`src/rtl/tp_pkg.sv`:
```
// Shared definitions for the touch-panel key scanner: default coordinate width,
// key FSM states and a width helper.
package tp_pkg;

  localparam int COORD_W_DEF = 12;

  typedef enum logic [1:0] {
    IDLE    = 2'd0,
    CAND    = 2'd1,
    PRESSED = 2'd2,
    REL     = 2'd3
  } state_t;

  // Bits needed to index n items. Never returns less than 1.
  function automatic int clog2(input int n);
    int r;
    int v;
    r = 0;
    v = 1;
    while (v < n) begin
      v = v * 2;
      r++;
    end
    return (r < 1) ? 1 : r;
  endfunction

endpackage

```
`src/rtl/tp_grid_map.sv`:
```
// Combinational coordinate-to-pad mapper. Column and row come from a comparator
// chain against the cell boundaries, so no divider is needed.
module tp_grid_map #(
  parameter int COORD_W = 12,
  parameter int COLS    = 4,
  parameter int ROWS    = 4,
  parameter int X_MIN   = 200,
  parameter int Y_MIN   = 200,
  parameter int CELL_W  = 900,
  parameter int CELL_H  = 900,
  parameter int KEY_W   = 4
) (
  input  logic [COORD_W-1:0] xaxis,
  input  logic [COORD_W-1:0] yaxis,
  input  logic               pen_down,
  output logic               hit,
  output logic [KEY_W-1:0]   code
);

  logic [31:0] xw;
  logic [31:0] yw;
  logic        x_in;
  logic        y_in;
  int          col_i;
  int          row_i;

  assign xw = 32'(xaxis);
  assign yw = 32'(yaxis);

  always_comb begin
    col_i = 0;
    row_i = 0;
    for (int k = 1; k < COLS; k++) begin
      if (xw >= 32'(X_MIN + k * CELL_W)) col_i++;
    end
    for (int k = 1; k < ROWS; k++) begin
      if (yw >= 32'(Y_MIN + k * CELL_H)) row_i++;
    end
    // Upper edges are exclusive: the first coordinate past the grid is a miss.
    x_in = (xw >= 32'(X_MIN)) && (xw < 32'(X_MIN + COLS * CELL_W));
    y_in = (yw >= 32'(Y_MIN)) && (yw < 32'(Y_MIN + ROWS * CELL_H));
    hit  = pen_down && x_in && y_in;
    code = KEY_W'(row_i * COLS + col_i);
  end

endmodule

```
`src/rtl/touch_key_scanner.sv`:
```
// Touch-panel key scanner: registered grid mapping followed by a debounce,
// press/release and hold FSM that runs once per qualified sample.
module touch_key_scanner
  import tp_pkg::*;
#(
  parameter int COORD_W  = COORD_W_DEF,
  parameter int COLS     = 4,
  parameter int ROWS     = 4,
  parameter int X_MIN    = 200,
  parameter int Y_MIN    = 200,
  parameter int CELL_W   = 900,
  parameter int CELL_H   = 900,
  parameter int DEBOUNCE = 4,
  parameter int HOLD     = 64
) (
  input  logic                          TP_DCLK,
  input  logic                          rst,
  input  logic [COORD_W-1:0]            xaxis,
  input  logic [COORD_W-1:0]            yaxis,
  input  logic                          pen_down,
  input  logic                          sample_valid,
  output logic [clog2(ROWS*COLS)-1:0]   key,
  output logic                          key_valid,
  output logic                          press,
  // Release pulse; the bare word is reserved in SystemVerilog.
  output logic                          key_release,
  output logic                          hold
);

  localparam int KEY_W = clog2(ROWS * COLS);
  localparam int CW    = clog2(DEBOUNCE + 1);
  localparam int HW    = clog2(HOLD + 1);

  function automatic logic [HW-1:0] sat_inc(input logic [HW-1:0] v);
    return (v == HW'(HOLD)) ? v : v + 1'b1;
  endfunction

  logic             hit_p0;
  logic [KEY_W-1:0] code_p0;
  logic             hit_p1;
  logic [KEY_W-1:0] code_p1;
  logic             vld_p1;

  state_t           state;
  logic [KEY_W-1:0] cand;
  logic [CW-1:0]    cnt;
  logic [HW-1:0]    hold_cnt;
  logic [HW-1:0]    hold_nxt;
  logic             same_cand;
  logic             same_key;
  logic             deb_done;

  tp_grid_map #(
    .COORD_W(COORD_W), .COLS(COLS), .ROWS(ROWS), .X_MIN(X_MIN), .Y_MIN(Y_MIN),
    .CELL_W(CELL_W), .CELL_H(CELL_H), .KEY_W(KEY_W)
  ) u_map (
    .xaxis   (xaxis),
    .yaxis   (yaxis),
    .pen_down(pen_down),
    .hit     (hit_p0),
    .code    (code_p0)
  );

  // ---- stage 1: mapped sample register ----
  always_ff @(posedge TP_DCLK) begin
    hit_p1  <= hit_p0;
    code_p1 <= code_p0;
  end

  always_ff @(posedge TP_DCLK or posedge rst) begin
    if (rst) vld_p1 <= 1'b0;
    else     vld_p1 <= sample_valid;
  end

  // ---- stage 2: key FSM ----
  assign same_cand = hit_p1 && (code_p1 == cand);
  assign same_key  = hit_p1 && (code_p1 == key);
  assign deb_done  = (cnt == CW'(DEBOUNCE - 1));
  assign hold_nxt  = sat_inc(hold_cnt);
  assign key_valid = (state == PRESSED) || (state == REL);

  always_ff @(posedge TP_DCLK or posedge rst) begin
    if (rst) begin
      state       <= IDLE;
      cand        <= '0;
      cnt         <= '0;
      hold_cnt    <= '0;
      key         <= '0;
      press       <= 1'b0;
      key_release <= 1'b0;
      hold        <= 1'b0;
    end else begin
      press       <= 1'b0;
      key_release <= 1'b0;
      if (vld_p1) begin
        case (state)
          IDLE: begin
            if (hit_p1) begin
              cand <= code_p1;
              cnt  <= CW'(1);
              if (DEBOUNCE == 1) begin
                state    <= PRESSED;
                key      <= code_p1;
                press    <= 1'b1;
                hold_cnt <= '0;
              end else begin
                state <= CAND;
              end
            end
          end
          CAND: begin
            if (same_cand) begin
              if (deb_done) begin
                state    <= PRESSED;
                key      <= cand;
                press    <= 1'b1;
                hold_cnt <= '0;
                hold     <= 1'b0;
              end else begin
                cnt <= cnt + 1'b1;
              end
            end else if (hit_p1) begin
              cand <= code_p1;
              cnt  <= CW'(1);
            end else begin
              state <= IDLE;
              cnt   <= '0;
            end
          end
          PRESSED: begin
            if (same_key) begin
              hold_cnt <= hold_nxt;
              hold     <= (hold_nxt == HW'(HOLD));
            end else if (DEBOUNCE == 1) begin
              state       <= IDLE;
              key_release <= 1'b1;
              hold        <= 1'b0;
              hold_cnt    <= '0;
              cnt         <= '0;
            end else begin
              state <= REL;
              cnt   <= CW'(1);
            end
          end
          REL: begin
            // Samples here never seed a new candidate; a new pad starts from IDLE.
            if (same_key) begin
              state <= PRESSED;
            end else if (deb_done) begin
              state       <= IDLE;
              key_release <= 1'b1;
              hold        <= 1'b0;
              hold_cnt    <= '0;
              cnt         <= '0;
            end else begin
              cnt <= cnt + 1'b1;
            end
          end
          default: state <= IDLE;
        endcase
      end
    end
  end

endmodule

```
`config.mk`:
```
export PLATFORM = sky130hd
export DESIGN_NAME = touch_key_scanner
export DESIGN_NICKNAME = d
export VERILOG_FILES = /design/src/rtl/tp_pkg.sv /design/src/rtl/tp_grid_map.sv /design/src/rtl/touch_key_scanner.sv
export SDC_FILE = /design/constraint.sdc
export NUM_CORES = 1
export LEC_CHECK = 0
export CORE_ASPECT_RATIO = 0.5
export CORE_MARGIN = 5
export CORE_UTILIZATION = 25
export CTS_CLUSTER_DIAMETER = 30
export DETAILED_ROUTE_END_ITERATION = 7
export HOLD_SLACK_MARGIN = 0.08
export SLEW_MARGIN = 20
export SYNTH_ARGS = -nofsm -noshare
export SYNTH_HDL_FRONTEND = slang
export SYNTH_SLANG_ARGS = --single-unit
```
`constraint.sdc`:
```
create_clock -name TP_DCLK -period 1.9 [get_ports TP_DCLK]
set_clock_uncertainty 0.05 [all_clocks]
set_input_delay 0.38 -clock TP_DCLK [delete_from_list [all_inputs] [get_ports TP_DCLK]]
set_output_delay 0.38 -clock TP_DCLK [all_outputs]
set_load 0.02 [all_outputs]
```
After elaboration in Yosys (flattened, before gate mapping)
Index checks and enable logic that the tools add are counted.

word-level totals
  output and inout bits = 8
  register bits = 29
  logic and storage cells = 104

operators by class
  magnitude comparators = 10
  add/subtract/negate cells = 7
  equal/unequal tests = 18
  reduce and logical (&&, ||, !) cells = 15
  multiplexer cells = 43

operators by type and width
  operator                                                                               number
  12-bit by 11-bit greater-or-equal comparator with 1-bit output, second input constant  4
  7-bit two-way mux                                                                      5
  12-bit greater-or-equal comparator, second input constant                              2
  12-bit by 8-bit greater-or-equal comparator with 1-bit output, second input constant   2
  12-bit < comparator, second input constant                                             2
  7-bit one-hot mux with 3 select lines                                                  1
  2-bit two-way mux                                                                      10
  3-bit two-way mux                                                                      6
  7-bit == test, second input constant                                                   2
  1-bit two-way mux                                                                      14
  4-bit two-way mux                                                                      3
  2-bit != test, second input constant                                                   6
  3-bit != test, second input constant                                                   4
  3-bit one-hot mux with 4 select lines                                                  1
  5-bit AND reduction                                                                    2
  4-bit == test                                                                          2
  2-bit one-hot mux with 4 select lines                                                  1
  4-bit one-hot mux with 2 select lines                                                  1
  7-bit by 1-bit adder with 7-bit output, second input constant                          1
  1-bit logical AND                                                                      6
  6-bit AND reduction                                                                    1
  1-bit by 1-bit adder with 2-bit output, second input constant                          2
  4-bit adder                                                                            1
  2-bit == test, second input constant                                                   2
  12 further kinds                                                                       12

Depth between registers and ports, before layout
Gate-level depths: netlist of run 1.

  word-level depth = 7
  mapped depth = 10
  gate-level depth less buffers = 10

Modules after synthesis
Synthesis of run 1 repeated with hierarchy kept, for this count alone.

second synthesis, totals
  cells, all modules = 210
  area total of the unflattened synthesis = 1938.1 um^2

modules (own cells, without submodules)
  module             sequential area each (um^2)  cells each  area an instance (um^2)  times used
  touch_key_scanner  700.7                        151         1534.0                   1
  tp_grid_map        0.0                          59          404.1                    1

Least setup slack after synthesis of run 1
No wires, ideal clock.

  path kind = input port to flip-flop
  start = input port yaxis[4]
  end = register code_p1[3]
  arrival time = 1810 ps
  stages on the path = 8
  path buffers = 0
  setup time = 120 ps
  slack = -81 ps
  required time = 1730 ps
  cells stage by stage = nor2_1 nand2_1 a2111o_1 a21oi_1 ha_1 xnor2_1 ha_1 xnor2_1

between the ends
  word-level cells in the longest chain between the ends = 7

RTL lines
  element                                                         line                     RTL
  start: declaration                                              touch_key_scanner.sv:19  input logic [COORD_W-1:0] yaxis,
  12-bit by 11-bit greater-or-equal comparator with 1-bit output  tp_grid_map.sv:37        if (yw >= 32'(Y_MIN + k * CELL_H)) row_i++;
  1-bit two-way mux                                               tp_grid_map.sv:37
  1-bit by 1-bit adder with 2-bit output                          tp_grid_map.sv:37
  2-bit two-way mux                                               tp_grid_map.sv:37
  2-bit by 1-bit adder with 2-bit output                          tp_grid_map.sv:37
  2-bit two-way mux (*)                                           tp_grid_map.sv:37
  4-bit adder (*)                                                 tp_grid_map.sv:43        code = KEY_W'(row_i * COLS + col_i);
  via code_p0[3]                                                  touch_key_scanner.sv:39  logic [KEY_W-1:0] code_p0;
  end signal: assignment                                          touch_key_scanner.sv:67  code_p1 <= code_p0;
  end: declaration                                                touch_key_scanner.sv:41  logic [KEY_W-1:0] code_p1;

The timed path passes the listed nets; every way through them passes the cells marked *.
A chain may end at the register's enable or synchronous reset.

Worst setup path after layout of run 1
  start = register hold_cnt[0]
  end = register hold

between the ends
  word-level cells in the longest chain between the ends = 5

RTL lines
  element                                                                         line                      RTL
  start: declaration                                                              touch_key_scanner.sv:47   logic [HW-1:0] hold_cnt;
  start signal: assignment                                                        touch_key_scanner.sv:132  hold_cnt <= hold_nxt;
  7-bit by 1-bit adder with 7-bit output / 7-bit == test (equally long branches)  touch_key_scanner.sv:35   return (v == HW'(HOLD)) ? v : v + 1'b1;
  7-bit two-way mux (*)                                                           touch_key_scanner.sv:35
  7-bit == test (*)                                                               touch_key_scanner.sv:133  hold <= (hold_nxt == HW'(HOLD));
  1-bit two-way mux (*)                                                           touch_key_scanner.sv:131  if (same_key) begin
  1-bit one-hot mux with 3 select lines (*)                                       touch_key_scanner.sv:96   case (state)
  end signal: assignment                                                          touch_key_scanner.sv:133
  end: declaration                                                                touch_key_scanner.sv:27   output logic hold

Mark *: on every way between the ends. The rest lies on a longest branch, timed or not. The select of a mux whose other input is x is not followed.

==> results.md, run 1 <==
- Gr ovfl total: 0
- Final critical-path share of the clock period: 0.982
- Yosys top cell by area: dfrtp_1
- Outcome: complete, no violations
- Clk buf depth: 2
- Area grow syn2layout: 60.0%
- Core box area: 8000 µm²
- N_diodes: 0
- Synth top cells by count: dfrtp_1 (24), inv_1 (23), nand2_1 (20), nor2_1 (11)
- Gr usage total: 0.108
- Antenna Violating Nets Remaining: 0
- Final net count: 356
- WL/cell: 13.2 µm
- Worst-skew pair later-pin latency: 0.28 ns
- Cts bufs inserted: 5
- IO buf count: 31
- # placed instances: 408
- Filler cells: 783
- Period minus WS final: 1.87 ns
- H-tree depth: 2
- Post-Synthesis Cells: 222
- Power density cells: 666 nW/µm²
- Routed WL: 5.68 mm
- Die area: 10300 µm²
- Row cnt: 23
- Die Width: 138 µm
- Critical path type: register to register
- # IOs: 36
- Worst Tran Pin Value: 0.542 ns
- Ys async rst share: 0.828
- Largest net degree at the start of global routing: 25
- Yosys reg bits: 29
- Sequential Area: 702 µm²
- Max frequency: 0.536 GHz
- R2R setup slack: 0.03 ns
- Initial Utilization: 0.257
- Detailed Routing Iterations Pass 1: 5
- Non-filler cells in the finished layout: 431
- Vias/cell: 4.66
- CTS Hold Bufs: 0
- Largest cells by area after synthesis: dfrtp_1 (29%), ha_1 (6.1%), dfxtp_1 (4.9%)
- DIE HEIGHT: 74.2 µm
- Peak supply drop: 0.362 mV
- Global-route wire length before repair: 9.25 mm
- CTS tree: done
- Vias in the first global route: 2074
- Area taken by multi-input logic gates: 1420 µm²
- Initial antenna violation count: 0
- # DRC: 0
- Worst Path Max Fanout: 3
- EDFF count, synth: 0
- Final Hold Fails: 0
- Layout cells sized above 1: 0.417
- Worst Path Required: 2.00 ns
- Crit start category: register
- Final core utilization: 0.412
- Clock Tree Root: clkbuf_16
- Total number of yosys warnings: 0
- Final setup viols: 0
- Post-Synthesis Cell Area: 2060 µm²
- Top cell type's share of synthesized area: 0.292
- Max Cap Viol: 0
- Post-synth top flop: dfrtp_1
- RD Place Congestion: 0.867
- Overall power: 2190 µW
- Clock transition at the registers of the reported paths: 0.05 ns
- Register area share after synthesis: 0.340
- Avg Cell Area, Syn: 9.28 µm²
- Element type at the critical path end: register
- Mapped Nets: 260
- P_leak: 0.00142 µW
- RSZ-0062 raised after global routing: true
- Setup TNS: 0 ns
- Normalized max-slew margin: 0.636
- Count leader, synth: dfrtp_1
- Critical Path AT: 1.97 ns
- Hold Path Class: primary input to asynchronous set/reset pin
- Via count: 2008
- Max Slew Vio Count: 0
- Sinks on Clock Net: 29
- Cell variety after synth: 58
- Starting DRT DRC Count: 108
- DP HPWL: 4.13 mm
-- metal layers --
layer / GRT usage / routed length [µm]
met1: 0.126 / 2400
met2: 0.202 / 3020
met3: 0.0244 / 189
met4: 0.0383 / 80
met5: 0 / 0
-- cell type report --
cell class                      count  area share
Sequential cell                    29       0.213
Clock inverter                      2      0.0106
Timing Repair Buffer               97       0.237
Tap cell                          112      0.0425
Inverter                           23      0.0262
Clock buffer                        6      0.0391
Multi-Input combinational cell    162       0.431
-- final timing paths --
path                            endpoint  cells past startpoint   startpoint
worst max-delay path                hold                      8  hold_cnt[0]
worst min-delay path              key[3]                      3          rst
worst max register to register      hold                      8  hold_cnt[0]
worst min register to register    cnt[1]                      1       cnt[1]
max in group asynchronous       state[1]                      3          rst
min in group TP_DCLK              cnt[1]                      1       cnt[1]
-- sequential cells by signal, indices dropped and copies added, names as in the netlist, 2 cells and up --
| signal | count |
|---|---|
| cnt | 3 |
| hold_cnt | 7 |
| key | 4 |
| cand | 4 |
| code_p1 | 4 |
| state | 2 |
-- power breakdown --
group	switching, µW	internal [µW]	total (µW)
Clock	268	615	882
Sequential	84.8	685	769
Combinational	241	300	541
-- cells in the final DEF, fill, tap and decap left out, drive strengths merged, types with 3 or more instances in the layout --
cell            n
dfxtp           5
xnor2           8
mux2i           3
buf            68
ha             10
nor4            3
a31oi           5
a21oi           7
nand2b          5
nand3           7
nand2          20
inv            23
xor2            5
dlygate4sd2     5
o31ai           3
dfrtp          24
and3            3
o2bb2ai         3
o21ai          10
a2111o          3
clkdlybuf4s50  15
mux2           11
nor2           12
clkbuf         12
nor3            5
o211ai          5
o21a            3
-- worst max-delay path, stage by stage, from the launching register on --
cell	delay [ns]
dfrtp_1	0.39
inv_2	0.08
ha_4	0.12
nand4bb_1	0.13
or3_4	0.37
buf_6	0.13
nand4_1	0.12
a2111oi_4	0.09
mux2_4	0.26
-- cell families (layout without fill, tap and decap cells) --
kind of cell / after synthesis / in the layout / synth area share
compound gates: 56 / 56 / 0.208
fa+ha+maj: 10 / 10 / 0.0608
simple gates: 69 / 69 / 0.194
mux: 14 / 14 / 0.0765
buf+inv: 31 / 128 / 0.0656
flops: 29 / 29 / 0.340
xor+xnor: 13 / 13 / 0.0553
-- through the flow --
step | setup WS (ns) | area (µm²) | hold WS [ns]
global route | -0.0683 | 3290 | 0.450
detailed placement | -0.637 | 2850 | 0.435
CTS | -0.0243 | 3120 | 0.412
global placement | -0.541 | 2850 | 0.426
finish | 0.0335 | 3290 | 0.401
floorplan | -0.0402 | 2070 | 0.345
-- repair_timing --
item | CTS | global route
setup endpoints to repair | 7 | 17
buffers inserted | 9 | 6
pin swaps | 21 | 23
resized for setup | 39 | 42
Note: power is estimated with default switching activity, not from simulation.
==> inputs of run 2 (changes only) <==
--- a/config.mk
+++ b/config.mk
@@ -6,7 +6,7 @@
 export NUM_CORES = 1
 export LEC_CHECK = 0
 export CORE_ASPECT_RATIO = 0.5
-export CORE_MARGIN = 5
+export CORE_MARGIN = 8
 export CORE_UTILIZATION = 25
 export CTS_CLUSTER_DIAMETER = 30
 export DETAILED_ROUTE_END_ITERATION = 7
==> results.md, run 2 (synthesized netlist as in run 1, its figures left out) <==
- Critical path's slowest cell: or3_4
- Gr ovfl total: 0 (unchanged)
- Most flops, register: hold_cnt
- CP bufs+invs: 1 (-1)
- Clk pwr share: 0.408 (+0.006)
- Critical path type: register to register
- P_leak: 0.00141 µW (-1.0%)
- Cell Chain, Critical Path: inv_2 -> ha_4 -> nand4bb_1 -> or3_4 -> nand2b_4 -> a2111oi_4 -> mux2_4
- Cts bufs inserted: 5 (unchanged)
- Largest net degree at the start of global routing: 25 (unchanged)
- Antenna Violating Nets Remaining: 0 (unchanged)
- Core box area: 8000 µm² (unchanged)
- Vias/cell: 4.64 (-0.37%)
- Area after DPL: 2870 µm² (+0.53%)
- Outcome: finished with violations
- Die area: 11600 µm² (+13%)
- Internal power: 1660 µW (+3.5%)
- Die Width: 144 µm (+4.3%)
- Worst Path Max Fanout: 3 (unchanged)
- Area grow syn2layout: 59.1%
- Max Cap Viol: 0 (unchanged)
- Worst path max stage delay: 0.42 ns (+0.03 ns)
- Routed WL: 5.42 mm (-4.6%)
- Failing checks: negative setup slack
- Via count: 1996 (-0.60%)
- Max frequency: 0.526 GHz (-1.8%)
- Row cnt: 23 (unchanged)
- Crit start category: register
- DP HPWL: 4.12 mm (-0.28%)
- Overall power: 2260 µW (+2.8%)
- Power density cells: 688 nW/µm² (+3.4%)
- Hold Path Class: primary input to asynchronous set/reset pin
- Final worst slack: -0.0000533 ns (-0.0335 ns)
- Clock transition at the registers of the reported paths: 0.05 ns (about the same)
- WL/cell: 12.6 µm (-4.3%)
- # DRC: 0 (unchanged)
- Starting DRT DRC Count: 89 (-18%)
- Clock Tree Root: clkbuf_16
- Sw Ratio: 0.266 (-0.00482)
- CTS Hold Bufs: 0 (unchanged)
- Final Hold Fails: 0 (unchanged)
- Max reg flops: 7 (unchanged)
- Final net count: 355 (-0.28%)
- Final critical-path share of the clock period: 1.00 (+0.0176)
- N_diodes: 0 (unchanged)
- IO buf count: 31 (unchanged)
- Clk buf depth: 2 (unchanged)
- Fin Hold WS: 0.402 ns (+0.00189 ns)
- Gr usage total: 0.0995 (-0.00882)
- CTS tree: done
- Vias in the first global route: 2113 (+1.9%)
- Reg2reg end: hold
- H-tree depth: 2 (unchanged)
- Peak supply drop: 0.321 mV (-11%)
- R2R Path Start: hold_cnt[0]
- Max Slew Vio Count: 0 (unchanged)
- Layout cells sized above 1: 0.399 (-0.0176)
- Worst Path Required: 2.06 ns (+0.06 ns)
- M1 GR Usage: 0.110 (-0.0160)
- Global routing's busiest layer: met2
- # IOs: 36 (unchanged)
- Worst-skew pair later-pin latency: 0.27 ns (about the same)
- GR Util met3: 0.0260 (+0.00161)
- Period minus WS final: 1.90 ns (+0.0335 ns)
- Most frequent cells in the layout: buf_4 (63), dfrtp_1 (24), inv_1 (20)
- Sw Pwr: 600 µW (+1.0%)
- CP delay by family, top: simple AND/OR/NAND/NOR gates
- RD Place Congestion: 0.822 (-5.2%)
- RSZ-0062 raised after global routing: true
- Sinks on Clock Net: 29 (unchanged)
- Global-route wire length before repair: 9.37 mm (+1.3%)
- Final setup viols: 1 (+1)
- CP startpoint: hold_cnt[0]
- DIE HEIGHT: 80.2 µm (+8.1%)
- Worst Tran Pin Value: 0.510 ns (-0.0328 ns)
- Logic pwr share: 0.248 (about the same)
- Filler cells: 802 (+2.4%)
- Finished Cell Area: 3280 µm² (-0.57%)
- Non-filler cells in the finished layout: 430 (-0.23%)
- Normalized max-slew margin: 0.659 (+0.0228)
- Element type at the critical path end: register
- Seq pwr share: 0.343 (-0.008)
- Most common cell after layout, fill and taps aside: buf_4
- Critical Path AT: 2.06 ns (+0.09 ns)
- M2 GR Usage: 0.179 (-0.0229)
- R2R setup slack: -0.00005 ns (-0.03 ns)
- WP depth: 7 (-1)
- Detailed Routing Iterations Pass 1: 4 (-1)
- Worst r2r path cells: 7 (-1)
- # placed instances: 410 (+0.49%)
- Initial antenna violation count: 0 (unchanged)
- Initial Utilization: 0.257 (unchanged)
- Pre-CTS setup slack: -0.617 ns (+0.0203 ns)
-- run 2: changes by cell type in the layout (fill, tap and decap cells not counted), sizes merged, moves of 2 or more --
| cell | change |
|---|---|
| dlymetal6s2s | -2 |
| dlygate4sd2 | +3 |
| clkdlybuf4s15 | +3 |
| clkbuf | -4 |
-- run 2: per-layer routing --
| metal | part of all wire | vias to the layer above |
|---|---|---|
| met5 | 0 | - |
| met4 | 0.017 | 0 |
| li1 | - | 995 |
| met3 | 0.031 | 6 |
| met2 | 0.50 | 25 |
| met1 | 0.45 | 970 |
-- run 2: worst max path at each step --
stage	endpoint	slack, ns
after CTS	code_p1[3]	-0.01
final	hold	-0.00005
after global routing	key[2]	-0.08
after global placement	code_p1[3]	-0.54
after floorplan	code_p1[3]	-0.04
after detailed placement	code_p1[3]	-0.62
-- run 2: final cells by class --
type / instances / area, µm² / share of cell area
sequential: 29 / 701 / 0.214
clock buffer: 6 / 139 / 0.0424
tap: 112 / 140 / 0.0428
inverter: 23 / 86.3 / 0.0264
multi-input combinational: 162 / 1400 / 0.426
timing repair buffer: 96 / 776 / 0.237
clock inverter: 2 / 37.5 / 0.0115
-- run 2: what timing repair did --
action	CTS	global route
setup endpoints to repair	7	20
buffers inserted	11	2
resized for setup	43	29
endpoints found under the hold margin	0	0
pin swaps	23	26
-- run 2: power by group through the flow --
stage / Combinational (µW) / Sequential [µW] / Clock, µW
floorplan: 314 / 741 / 0
global placement: 488 / 769 / 0
detailed placement: 496 / 772 / 0
CTS: 517 / 767 / 947
global route: 615 / 783 / 983
finish: 560 / 774 / 921
-- run 2: worst min-delay path: stages --
cell	delay, ns
clkdlybuf4s50_1	0.39
inv_1	0.05
buf_4	0.30
-- run 2: per-stage QoR --
step                        TNS (ns)  utilization
after floorplan              -0.0538            -
after global placement         -1.64        0.359
after detailed placement       -1.89        0.359
after CTS                    -0.0126        0.397
after global routing          -0.647        0.409
final                     -0.0000533        0.409
